--- src/rtl/sdram_arb_pkg.sv ---
// Shared types and constants for the two-requester SDRAM Avalon-MM arbiter.
package sdram_arb_pkg;

  typedef enum logic {
    IDLE  = 1'b0,
    ISSUE = 1'b1
  } state_t;

  typedef logic req_id_t;

  localparam req_id_t R0 = 1'b0;
  localparam req_id_t R1 = 1'b1;

  localparam int MAX_PEND_DEF = 8;
  localparam int DEPTH_W      = $clog2(MAX_PEND_DEF);

endpackage

--- src/rtl/sdram_arb_tag_fifo.sv ---
// In-order FIFO of requester IDs for outstanding reads; head names the owner of the next return.
module sdram_arb_tag_fifo
  import sdram_arb_pkg::*;
#(
  parameter int DEPTH = MAX_PEND_DEF
) (
  input  logic                       clk,
  input  logic                       rst_n,
  input  logic                       i_push,
  input  req_id_t                    i_din,
  input  logic                       i_pop,
  output req_id_t                    o_dout,
  output logic                       o_empty,
  output logic [$clog2(DEPTH):0]     o_count
);

  localparam int PTR_W = $clog2(DEPTH);
  localparam int CNT_W = PTR_W + 1;

  req_id_t            r_mem [DEPTH];
  logic [PTR_W-1:0]   r_wr_ptr;
  logic [PTR_W-1:0]   r_rd_ptr;
  logic [CNT_W-1:0]   r_count;

  logic w_do_push;
  logic w_do_pop;

  assign o_empty   = (r_count == '0);
  assign w_do_pop  = i_pop & !o_empty;
  assign w_do_push = i_push & (r_count != CNT_W'(DEPTH));
  assign o_dout    = r_mem[r_rd_ptr];
  assign o_count   = r_count;

  // NOTE: storage is not reset; only pointers and count define validity, so entries may hold stale IDs.
  always_ff @(posedge clk) begin
    if (w_do_push) r_mem[r_wr_ptr] <= i_din;
  end

  // NOTE: sequential state uses non-blocking assignments so every register sees pre-edge values.
  always_ff @(posedge clk or negedge rst_n) begin
    if (!rst_n) begin
      r_wr_ptr <= '0;
      r_rd_ptr <= '0;
      r_count  <= '0;
    end else begin
      if (w_do_push) r_wr_ptr <= r_wr_ptr + PTR_W'(1);
      if (w_do_pop)  r_rd_ptr <= r_rd_ptr + PTR_W'(1);
      case ({w_do_push, w_do_pop})
        2'b10:   r_count <= r_count + CNT_W'(1);
        2'b01:   r_count <= r_count - CNT_W'(1);
        default: r_count <= r_count;
      endcase
    end
  end

endmodule

--- src/rtl/sdram_avmm_arbiter.sv ---
// Round-robin arbiter sharing one SDRAM controller slave between the HPS bridge (r0) and an FPGA master (r1).
module sdram_avmm_arbiter
  import sdram_arb_pkg::*;
#(
  parameter int ADDR_W   = 25,
  parameter int DATA_W   = 16,
  parameter int MAX_PEND = MAX_PEND_DEF
) (
  input  logic                  clk_clk,
  input  logic                  reset_reset_n,
  input  logic [ADDR_W-1:0]     r0_address,
  input  logic                  r0_read,
  input  logic                  r0_write,
  input  logic [DATA_W-1:0]     r0_writedata,
  input  logic [DATA_W/8-1:0]   r0_byteenable,
  output logic                  r0_waitrequest,
  output logic [DATA_W-1:0]     r0_readdata,
  output logic                  r0_readdatavalid,
  input  logic [ADDR_W-1:0]     r1_address,
  input  logic                  r1_read,
  input  logic                  r1_write,
  input  logic [DATA_W-1:0]     r1_writedata,
  input  logic [DATA_W/8-1:0]   r1_byteenable,
  output logic                  r1_waitrequest,
  output logic [DATA_W-1:0]     r1_readdata,
  output logic                  r1_readdatavalid,
  output logic [ADDR_W-1:0]     m_address,
  output logic                  m_read,
  output logic                  m_write,
  output logic [DATA_W-1:0]     m_writedata,
  output logic [DATA_W/8-1:0]   m_byteenable,
  input  logic                  m_waitrequest,
  input  logic [DATA_W-1:0]     m_readdata,
  input  logic                  m_readdatavalid,
  output logic                  err_orphan
);

  localparam int BE_W  = DATA_W / 8;
  localparam int CNT_W = $clog2(MAX_PEND) + 1;
  localparam logic [CNT_W-1:0] PEND_LIMIT = CNT_W'(MAX_PEND);

  state_t              r_state;
  req_id_t             r_last_grant;
  req_id_t             r_cmd_id;
  logic [ADDR_W-1:0]   r_m_address;
  logic                r_m_read;
  logic                r_m_write;
  logic [DATA_W-1:0]   r_m_writedata;
  logic [BE_W-1:0]     r_m_byteenable;
  logic [DATA_W-1:0]   r_r0_readdata;
  logic [DATA_W-1:0]   r_r1_readdata;
  logic                r_r0_readdatavalid;
  logic                r_r1_readdatavalid;
  logic                r_err_orphan;

  logic                w_issue_done;
  logic                w_can_take;
  logic                w_reg_read;
  logic [CNT_W-1:0]    w_fifo_count;
  logic [CNT_W-1:0]    w_occ;
  logic                w_rd_block;
  logic                w_elig0;
  logic                w_elig1;
  logic                w_accept;
  req_id_t             w_pick;
  logic                w_push;
  logic                w_pop;
  logic                w_fifo_empty;
  req_id_t             w_head;

  assign w_issue_done = (r_state == ISSUE) & !m_waitrequest;
  assign w_can_take   = (r_state == IDLE) | w_issue_done;

  // A read still sitting in the command register already owns a FIFO slot.
  assign w_reg_read = (r_state == ISSUE) & r_m_read;
  assign w_occ      = w_fifo_count + CNT_W'(w_reg_read);
  assign w_rd_block = (w_occ >= PEND_LIMIT);

  assign w_elig0  = r0_write | (r0_read & !w_rd_block);
  assign w_elig1  = r1_write | (r1_read & !w_rd_block);
  assign w_pick   = (w_elig0 & w_elig1) ? ~r_last_grant : (w_elig1 ? R1 : R0);
  assign w_accept = w_can_take & (w_elig0 | w_elig1);

  assign r0_waitrequest = !(w_accept & (w_pick == R0));
  assign r1_waitrequest = !(w_accept & (w_pick == R1));

  assign w_push = w_issue_done & r_m_read;
  assign w_pop  = m_readdatavalid & !w_fifo_empty;

  always_ff @(posedge clk_clk or negedge reset_reset_n) begin
    if (!reset_reset_n) begin
      r_state        <= IDLE;
      r_last_grant   <= R1;
      r_cmd_id       <= R0;
      r_m_address    <= '0;
      r_m_read       <= 1'b0;
      r_m_write      <= 1'b0;
      r_m_writedata  <= '0;
      r_m_byteenable <= '0;
    end else begin
      case (r_state)
        IDLE:    if (w_accept) r_state <= ISSUE;
        ISSUE:   if (w_issue_done && !w_accept) r_state <= IDLE;
        default: r_state <= IDLE;
      endcase
      if (w_accept) begin
        r_cmd_id     <= w_pick;
        r_last_grant <= w_pick;
        if (w_pick == R0) begin
          r_m_address    <= r0_address;
          r_m_read       <= r0_read;
          r_m_write      <= r0_write;
          r_m_writedata  <= r0_writedata;
          r_m_byteenable <= r0_byteenable;
        end else begin
          r_m_address    <= r1_address;
          r_m_read       <= r1_read;
          r_m_write      <= r1_write;
          r_m_writedata  <= r1_writedata;
          r_m_byteenable <= r1_byteenable;
        end
      end else if (w_issue_done) begin
        r_m_read  <= 1'b0;
        r_m_write <= 1'b0;
      end
    end
  end

  // Return path: the FIFO head names the owner; the other requester's readdata is left untouched.
  always_ff @(posedge clk_clk or negedge reset_reset_n) begin
    if (!reset_reset_n) begin
      r_r0_readdata      <= '0;
      r_r1_readdata      <= '0;
      r_r0_readdatavalid <= 1'b0;
      r_r1_readdatavalid <= 1'b0;
      r_err_orphan       <= 1'b0;
    end else begin
      r_r0_readdatavalid <= w_pop & (w_head == R0);
      r_r1_readdatavalid <= w_pop & (w_head == R1);
      if (w_pop && (w_head == R0)) r_r0_readdata <= m_readdata;
      if (w_pop && (w_head == R1)) r_r1_readdata <= m_readdata;
      if (m_readdatavalid && w_fifo_empty) r_err_orphan <= 1'b1;
    end
  end

  sdram_arb_tag_fifo #(
    .DEPTH (MAX_PEND)
  ) u_fifo (
    .clk     (clk_clk),
    .rst_n   (reset_reset_n),
    .i_push  (w_push),
    .i_din   (r_cmd_id),
    .i_pop   (w_pop),
    .o_dout  (w_head),
    .o_empty (w_fifo_empty),
    .o_count (w_fifo_count)
  );

  assign m_address        = r_m_address;
  assign m_read           = r_m_read;
  assign m_write          = r_m_write;
  assign m_writedata      = r_m_writedata;
  assign m_byteenable     = r_m_byteenable;
  assign r0_readdata      = r_r0_readdata;
  assign r1_readdata      = r_r1_readdata;
  assign r0_readdatavalid = r_r0_readdatavalid;
  assign r1_readdatavalid = r_r1_readdatavalid;
  assign err_orphan       = r_err_orphan;

endmodule

--- config.mk ---
export PLATFORM = sky130hd
export DESIGN_NAME = sdram_avmm_arbiter
export DESIGN_NICKNAME = d
export VERILOG_FILES = /design/src/rtl/sdram_arb_pkg.sv /design/src/rtl/sdram_arb_tag_fifo.sv /design/src/rtl/sdram_avmm_arbiter.sv
export SDC_FILE = /design/constraint.sdc
export NUM_CORES = 1
export LEC_CHECK = 0
export BUFFER_PORTS_ARGS = -buffer_cell sky130_fd_sc_hd__buf_2
export CAP_MARGIN = 25
export CORE_MARGIN = 2
export CORE_UTILIZATION = 48
export DETAILED_ROUTE_END_ITERATION = 7
export GPL_ROUTABILITY_DRIVEN = 0
export PLACE_DENSITY = 0.85
export SYNTH_ARGS = -nofsm -noshare
export SYNTH_HDL_FRONTEND = slang
export SYNTH_SLANG_ARGS = --single-unit
--- constraint.sdc ---
create_clock -name clk_clk -period 2.6 [get_ports clk_clk]
set_input_delay 0.26 -clock clk_clk [delete_from_list [all_inputs] [get_ports clk_clk]]
set_output_delay 0.26 -clock clk_clk [all_outputs]
set_load 0.02 [all_outputs]
==> metrics.md, run 1 <==
| Metric | Value |
|---|---|
| Status | completed |
| Clock Tree Buf Depth | 2 |
| Final Hold Vio Count | 0 |
| Die area | just over 10000 µm² |
| Post-synthesis register bit count | 101 |
| Pwr Density | about 1200 nW/µm² |
| Routed wire length | roughly 11 mm |
| Mapped Avg Cell Area | 13.4 µm² |
| Critical Path Source Type | flip-flop |
| Die Width | slightly above 100 µm |
| Total number of vias | roughly 3.6k |
| Top Ports | 192 |
| CP Max Fanout | 5 |
| Finished Core Util | 0.640 |
| Chip height | a little over 100 µm |
| TritonCTS clock tree | done |
| CP Data Required Time | about 2.8 ns |
| Multi-input logic area | ~1800 µm² |
| DRC | 0 |
| Final Cycle Share | 0.954 |
| Register area | roughly 2600 µm² |
| Synth area leaders | dfrtp_1, a221o_1, a21boi_0 |
| Final Skew | around 0.014 ns |
| Num Clock Sinks | ~100 |
| Number of synthesized flops with an enable pin | 8 |
| Lkg Pwr | 2.86 nW |
| Drt pass-1 iters | 4 |
| First-pass GRT wire length | 16.8 mm |
| Fmax | about 0.40 GHz |
| Clock-pin slew on the worst setup and hold paths | approximately 0.10 ns |
| Sequential-to-total area share from yosys stat | 0.572 |
| Async set-reset flop share out of synthesis | 0.921 |
| Tmin final | around 2.5 ns |
| IR drop worst, VDD | 546 µV |
| Leading area contributor after synthesis | dfrtp_1 |
| Max-Cap Viols | 0 |
| Antenna violations before repair | 0 |
| Synthesized netlist cell count | ~340 |
| Area Growth Syn to Fin | 30.3% |
| Vias in the first global route | between 3k and 4k |
| Rows | 35 |
| Pins Over Slew Limit | 0 |
| DRT iter0 DRCs | approximately 140 |
| Clock root buffer | clkbuf_8 |
| Fill cell count | ~750 |
| CP Class | reg -> reg |
| Post-DRT Antenna Nets | 0 |
| Worst rel slew slack | 0.560 |
| Initial Util | 0.491 |
| Share of layout cells above drive strength 1 | 0.448 |
| Distinct cell type count after synthesis | 43 |
| Hold Path Class | in -> reg |
| CTS Buf Count | 9 |
| Detail Placement HPWL | ~7.9 mm |
| Worst skew pair latency | 0.35 ns |
| Placeable Area | between 9000 and 10000 µm² |
| IO Port Bufs | approximately 190 |
| Syn. warnings | 0 |
| Syn Std Cell Area | about 4500 µm² |
| CP arrival | 2.71 ns |
| Via density | around 5.5 |
| Total Neg Setup Slack | 0 ns |
| CP endpoint kind | flip-flop |
| Post-Syn Nets | approximately 450 |
| Htree depth | 3 |
| Nets | 646 |
| Top cell type's share of synthesized area | 0.512 |
| Grt total ovfl | 0 |
| Worst-Margin Slew | ~0.66 ns |
| Largest net degree at the start of global routing | 51 |
| Gr usage total | 0.211 |
| Final setup fails | 0 |
| Drt wl/cell | 17.1 µm |
| Synth Flop Type | dfrtp_1 |
-- per-layer routing --
metal / part of all wire / global-route usage
met5: 0 / 0
met4: 0.012 / 0.0811
met3: 0.071 / 0.0583
met2: 0.51 / 0.352
met1: 0.41 / 0.260
-- cells in the mapped netlist, types with 3 or more instances --
cell / number
a21boi_0: 43
a21o_1: 4
a21oi_1: 3
a221o_1: 44
buf_2: 5
clkbuf_1: 13
dfrtp_1: 92
edfxtp_1: 8
ha_1: 6
inv_1: 11
mux2_1: 23
mux2_2: 4
mux2_4: 9
nand2_1: 12
nand2b_1: 5
nor2_1: 9
nor3_1: 4
o21ai_0: 4
xnor2_1: 6
xor2_1: 3
-- stage by stage --
step                std cells  setup WS (ns)  power [mW]  hold WS [ns]  area, µm²
floorplan                 335          0.206        5.03       -0.0356       4490
global placement          625          0.298        6.02         0.321       5600
detailed placement        625          0.206        6.16         0.341       5600
CTS                       642         0.0517        7.19         0.112       5820
global route              644        -0.0176        7.61         0.104       5850
finish                    645          0.120        7.15         0.131       5860
-- sequential cells by signal, summed over array words and instances, names as in the netlist, 2 cells and up --
signal and count:
m_address 25, m_writedata 16, r0_readdata 16, r1_readdata 16, u_fifo.r_mem 8, u_fifo.o_count 4, u_fifo.r_rd_ptr 3, u_fifo.r_wr_ptr 3
m_byteenable 2
-- power breakdown --
part	switching [mW]	internal (mW)
sequential	0.466	2.31
clock	0.528	0.462
combinational	1.91	1.47
-- cell families (layout without fill, tap and decap cells) --
family,count (synthesis),after routing,share of synthesized area
buffers and inverters,32,230,0.0315
adder cells (fa/ha/maj),7,7,0.0212
XOR/XNOR,10,10,0.0212
flip-flops,101,101,0.572
other,0,1,0
multiplexers,38,38,0.102
AO/OA/AOI/OAI,106,106,0.200
AND/OR/NAND/NOR,41,41,0.0524
-- critical path, stage by stage (launching register included) --
cell	delay [ns]
dfrtp_1	0.51
nor4_1	0.35
nand2b_1	0.17
inv_1	0.10
ha_1	0.25
ha_1	0.28
a21o_1	0.16
a21oi_1	0.19
xnor2_1	0.14
nor2_1	0.06
xor2_1	0.15
-- area by class of cell --
cell class | instances | share of cell area
Timing Repair Buffer | 203 | 0.186
Antenna cell | 1 | 0.000427
Multi-Input combinational cell | 202 | 0.309
Sequential cell | 101 | 0.439
Tap cell | 111 | 0.0237
Clock buffer | 11 | 0.0297
Clock inverter | 4 | 0.00470
Inverter | 12 | 0.00769
-- path summary, 6_finish.rpt --
kind                                    from           endpoint  slack (ns)  cells past startpoint
max reg2reg                u_fifo.o_count[3]  u_fifo.o_count[3]        0.12                     10
max                        u_fifo.o_count[3]  u_fifo.o_count[3]        0.12                     10
min reg2reg                       err_orphan         err_orphan        0.48                      1
min                           r1_address[17]      m_address[17]        0.13                      2
min in group asynchronous      reset_reset_n    r0_readdata[11]        0.50                      2
max in group asynchronous      reset_reset_n     m_writedata[8]        1.45                      3
-- cells in the final DEF (no fill, tap or decap), types with 2 or more instances in the layout --
master,instances
ha_1,6
dfrtp_1,92
a21boi_0,43
mux2i_1,2
mux2_1,23
xnor2_1,6
xor2_1,3
buf_12,3
nand2b_1,5
a21o_1,4
nand2_1,12
clkinv_2,2
nor2_1,9
inv_1,11
o21ai_0,4
a221o_1,44
clkbuf_16,2
a21oi_1,3
and3_1,2
nor3_1,4
mux2_2,4
mux2_4,9
edfxtp_1,8
clkbuf_8,9
nor3b_1,2
buf_4,9
buf_2,190
-- repair_timing --
| item | CTS | global route |
|---|---|---|
| pin swaps | 1 | 1 |
| hold endpoints to repair | 48 | 0 |
| hold buffers | 1 | 0 |
| gates resized for setup | 0 | 2 |
| buffers inserted | 1 | 2 |
| setup endpoints to repair | 1 | 2 |
Note: power is estimated with default switching activity, not from simulation.
==> run 2, diff against run 1 <==
--- a/config.mk
+++ b/config.mk
@@ -5,13 +5,14 @@
 export SDC_FILE = /design/constraint.sdc
 export NUM_CORES = 1
 export LEC_CHECK = 0
-export BUFFER_PORTS_ARGS = -buffer_cell sky130_fd_sc_hd__buf_2
 export CAP_MARGIN = 25
 export CORE_MARGIN = 2
-export CORE_UTILIZATION = 48
+export CORE_UTILIZATION = 40
 export DETAILED_ROUTE_END_ITERATION = 7
+export DONT_BUFFER_PORTS = 1
 export GPL_ROUTABILITY_DRIVEN = 0
-export PLACE_DENSITY = 0.85
+export GPL_TIMING_DRIVEN = 0
+export PLACE_DENSITY = 0.59
 export SYNTH_ARGS = -nofsm -noshare
 export SYNTH_HDL_FRONTEND = slang
 export SYNTH_SLANG_ARGS = --single-unit
==> run 2 against run 1 <==
Cell count is 23% lower. Global-route usage is 4.2 points lower. First-iteration DRC count is 34% higher. Sequential cell count stayed put. Final area is 14% lower. Maximum frequency is 0.51% lower. Register-to-register slack hardly changed. Wire length is 5.7% lower. Via count is 18% lower. Clock power hardly changed. Combinational power is 41% lower. Critical path type unchanged. Critical endpoint unchanged.
==> metrics.md, run 2 (synthesis gave the netlist of run 1 again) <==
| Metric | Value |
|---|---|
| Status | completed (unchanged) |
| First-pass GRT wire length | 15.4 mm (was 16.8 mm) |
| Max-Cap Viols | 0 (unchanged) |
| Max reg flops | 25 (unchanged) |
| Met3 routed WL | 1.15 mm (was 786 µm) |
| Lkg Pwr | 2.13 nW (was 2.86 nW) |
| Die area | 12100 µm² (was 10200 µm²) |
| Post-DRT Antenna Nets | 0 (unchanged) |
| Final instance area | 5030 µm² (was 5860 µm²) |
| CP Data Required Time | 2.84 ns (was 2.83 ns) |
| Vias in the first global route | 2902 (was 3524) |
| Clock-pin slew on the worst setup and hold paths | 0.09 ns (was 0.10 ns) |
| Final setup fails | 0 (unchanged) |
| # diodes | 0 (was 1) |
| Largest net degree at the start of global routing | 94 (was 51) |
| Beginning of the worst hold path | m_readdatavalid (was r1_address[17]) |
| Via density | 5.84 (was 5.54) |
| Met2 wire length | 5.02 mm (was 5.56 mm) |
| Routed wire length | 10.4 mm (was 11.0 mm) |
| Drt pass-1 iters | 4 (unchanged) |
| CP endpoint kind | flip-flop (unchanged) |
| Clock Tree Buf Depth | 2 (unchanged) |
| Finished Core Util | 0.462 (was 0.640) |
| Unrepaired setup endpoints after global routing | yes |
| Antenna violations before repair | 0 (unchanged) |
| DRC | 0 (unchanged) |
| Initial Util | 0.413 (was 0.491) |
| DRT iter0 DRCs | 190 (was 142) |
| Tmin final | 2.49 ns (was 2.48 ns) |
| Fmax | 0.401 GHz (was 0.403 GHz) |
| Uppermost layer routed | met4 (unchanged) |
| Critical Path Source Type | flip-flop (unchanged) |
| Area Growth Syn to Fin | 12.0% (was 30.3%) |
| Worst skew pair latency | 0.35 ns (about the same) |
| Final Skew | 0.00854 ns (was 0.0144 ns) |
| Worst Hold Slack | 0.0258 ns (was 0.131 ns) |
| Reg-to-reg startpoint | u_fifo.o_count[3] (unchanged) |
| Worst-Margin Slew | 0.684 ns (was 0.660 ns) |
| Fill cell count | 984 (was 753) |
| Pins Over Slew Limit | 0 (unchanged) |
| Worst rel slew slack | 0.543 (was 0.560) |
| Clock root buffer | clkbuf_8 (unchanged) |
| Reg2reg setup slack | 0.11 ns (was 0.12 ns) |
| IO Port Bufs | 0 (was 191) |
| IR drop worst, VDD | 478 µV (was 546 µV) |
| M1 wire length | 4.11 mm (was 4.53 mm) |
| CTS Buf Count | 9 (unchanged) |
| Share of layout cells above drive strength 1 | 0.170 (was 0.448) |
| R2r endpoint | u_fifo.o_count[3] (unchanged) |
| Pwr Total | 6.64 mW (was 7.15 mW) |
| Worst hold endpoint | err_orphan (was m_address[17]) |
| Final Hold Vio Count | 0 (unchanged) |
| Num Clock Sinks | 101 (unchanged) |
| Reg2reg path depth | 11 (was 10) |
| Final Cycle Share | 0.959 (was 0.954) |
| Gr usage total | 0.169 (was 0.211) |
| Htree depth | 3 (unchanged) |
| Grt total ovfl | 0 (unchanged) |
| Rows | 38 (was 35) |
| CP Max Fanout | 5 (unchanged) |
| Detail Placement HPWL | 7.55 mm (was 7.88 mm) |
| Placed cell area | 4670 µm² (was 5600 µm²) |
| CP Class | reg -> reg (unchanged) |
| Nets | 471 (was 646) |
| Chip height | 110 µm (was 101 µm) |
| Hold Path Class | in -> reg (unchanged) |
| Total number of vias | 2913 (was 3571) |
| Drt wl/cell | 20.8 µm (was 17.1 µm) |
| Most frequent cells in the layout | dfrtp_1, a221o_1, a21boi_0, mux2_1, nand2_1 (was buf_2, dfrtp_1, a221o_1, a21boi_0, mux2_1) |
| TritonCTS clock tree | done (unchanged) |
| CP arrival | 2.73 ns (was 2.71 ns) |
| Pwr Density | 1320 nW/µm² (was 1220 nW/µm²) |
| Placeable Area | 10900 µm² (was 9150 µm²) |
| Die Width | 110 µm (was 101 µm) |
| Total Neg Setup Slack | 0 ns (unchanged) |
| Top Ports | 192 (unchanged) |
| Leading cell type in the layout, fill and taps excluded | dfrtp_1 (was buf_2) |
| WHS Path Cells | 1 (was 2) |
-- run 2: cell count changes in the layout (fill, tap and decap cells not counted), sizes merged --
| cell | change |
|---|---|
| bufinv | +1 |
| buf | -187 |
| diode | -1 |
| inv | -1 |
| clkinv | -1 |
| clkbuf | +14 |
-- run 2: layer usage --
layer | GRT usage | vias to the layer above
met5 | 0 | -
met4 | 0.0615 | 0
met3 | 0.0594 | 10
met2 | 0.272 | 163
met1 | 0.208 | 1437
li1 | - | 1303
-- run 2: worst max path at each step --
stage | startpoint | endpoint
2_1_floorplan | m_read | u_fifo.o_count[3]
4_1_cts | u_fifo.o_count[0] | u_fifo.o_count[3]
5_1_grt | u_fifo.o_count[3] | u_fifo.o_count[3]
6_report | u_fifo.o_count[3] | u_fifo.o_count[3]
3_3_place_gp | m_read | r0_waitrequest
3_5_place_dp | m_read | r0_waitrequest
-- run 2: layout make-up --
cell class                      count  area, µm²  area share
Sequential cell                   101       2570       0.511
Multi-Input combinational cell    202       1840       0.366
Tap cell                          140        175      0.0348
Inverter                           12       45.0     0.00895
Timing Repair Buffer                8       82.6      0.0164
Clock inverter                      3       43.8     0.00870
Clock buffer                       13        159      0.0316
Buffer                             20        114      0.0226
-- run 2: timing repair --
item | CTS | global route
buffers inserted | 5 | 1
gates resized for setup | 5 | 19
hold endpoints to repair | 93 | 0
hold buffers | 2 | 0
pin swaps | 4 | 1
setup endpoints to repair | 44 | 19
-- run 2: where the power goes --
part / leakage [nW] / switching, mW / total [mW] / internal, mW
Clock: 0.104 / 0.517 / 1.02 / 0.500
Combinational: 0.840 / 0.909 / 1.98 / 1.07
Sequential: 1.18 / 1.34 / 3.65 / 2.31
Total: 2.13 / 2.77 / 6.64 / 3.88
-- run 2: critical path: stages, from the launching register on --
cell	delay, ns
dfrtp_1	0.36
buf_2	0.18
nor4_2	0.29
nand2b_4	0.22
inv_1	0.11
ha_1	0.26
ha_1	0.28
a21o_1	0.15
a21oi_1	0.18
xnor2_1	0.14
nor2_1	0.07
xor2_1	0.15
-- run 2: stage by stage --
stage	cells	setup WS, ns
5_1_grt	499	-0.0718
4_1_cts	498	-0.0887
3_5_place_dp	475	-0.248
3_3_place_gp	475	-0.147
6_report	499	0.107
2_1_floorplan	335	0.206
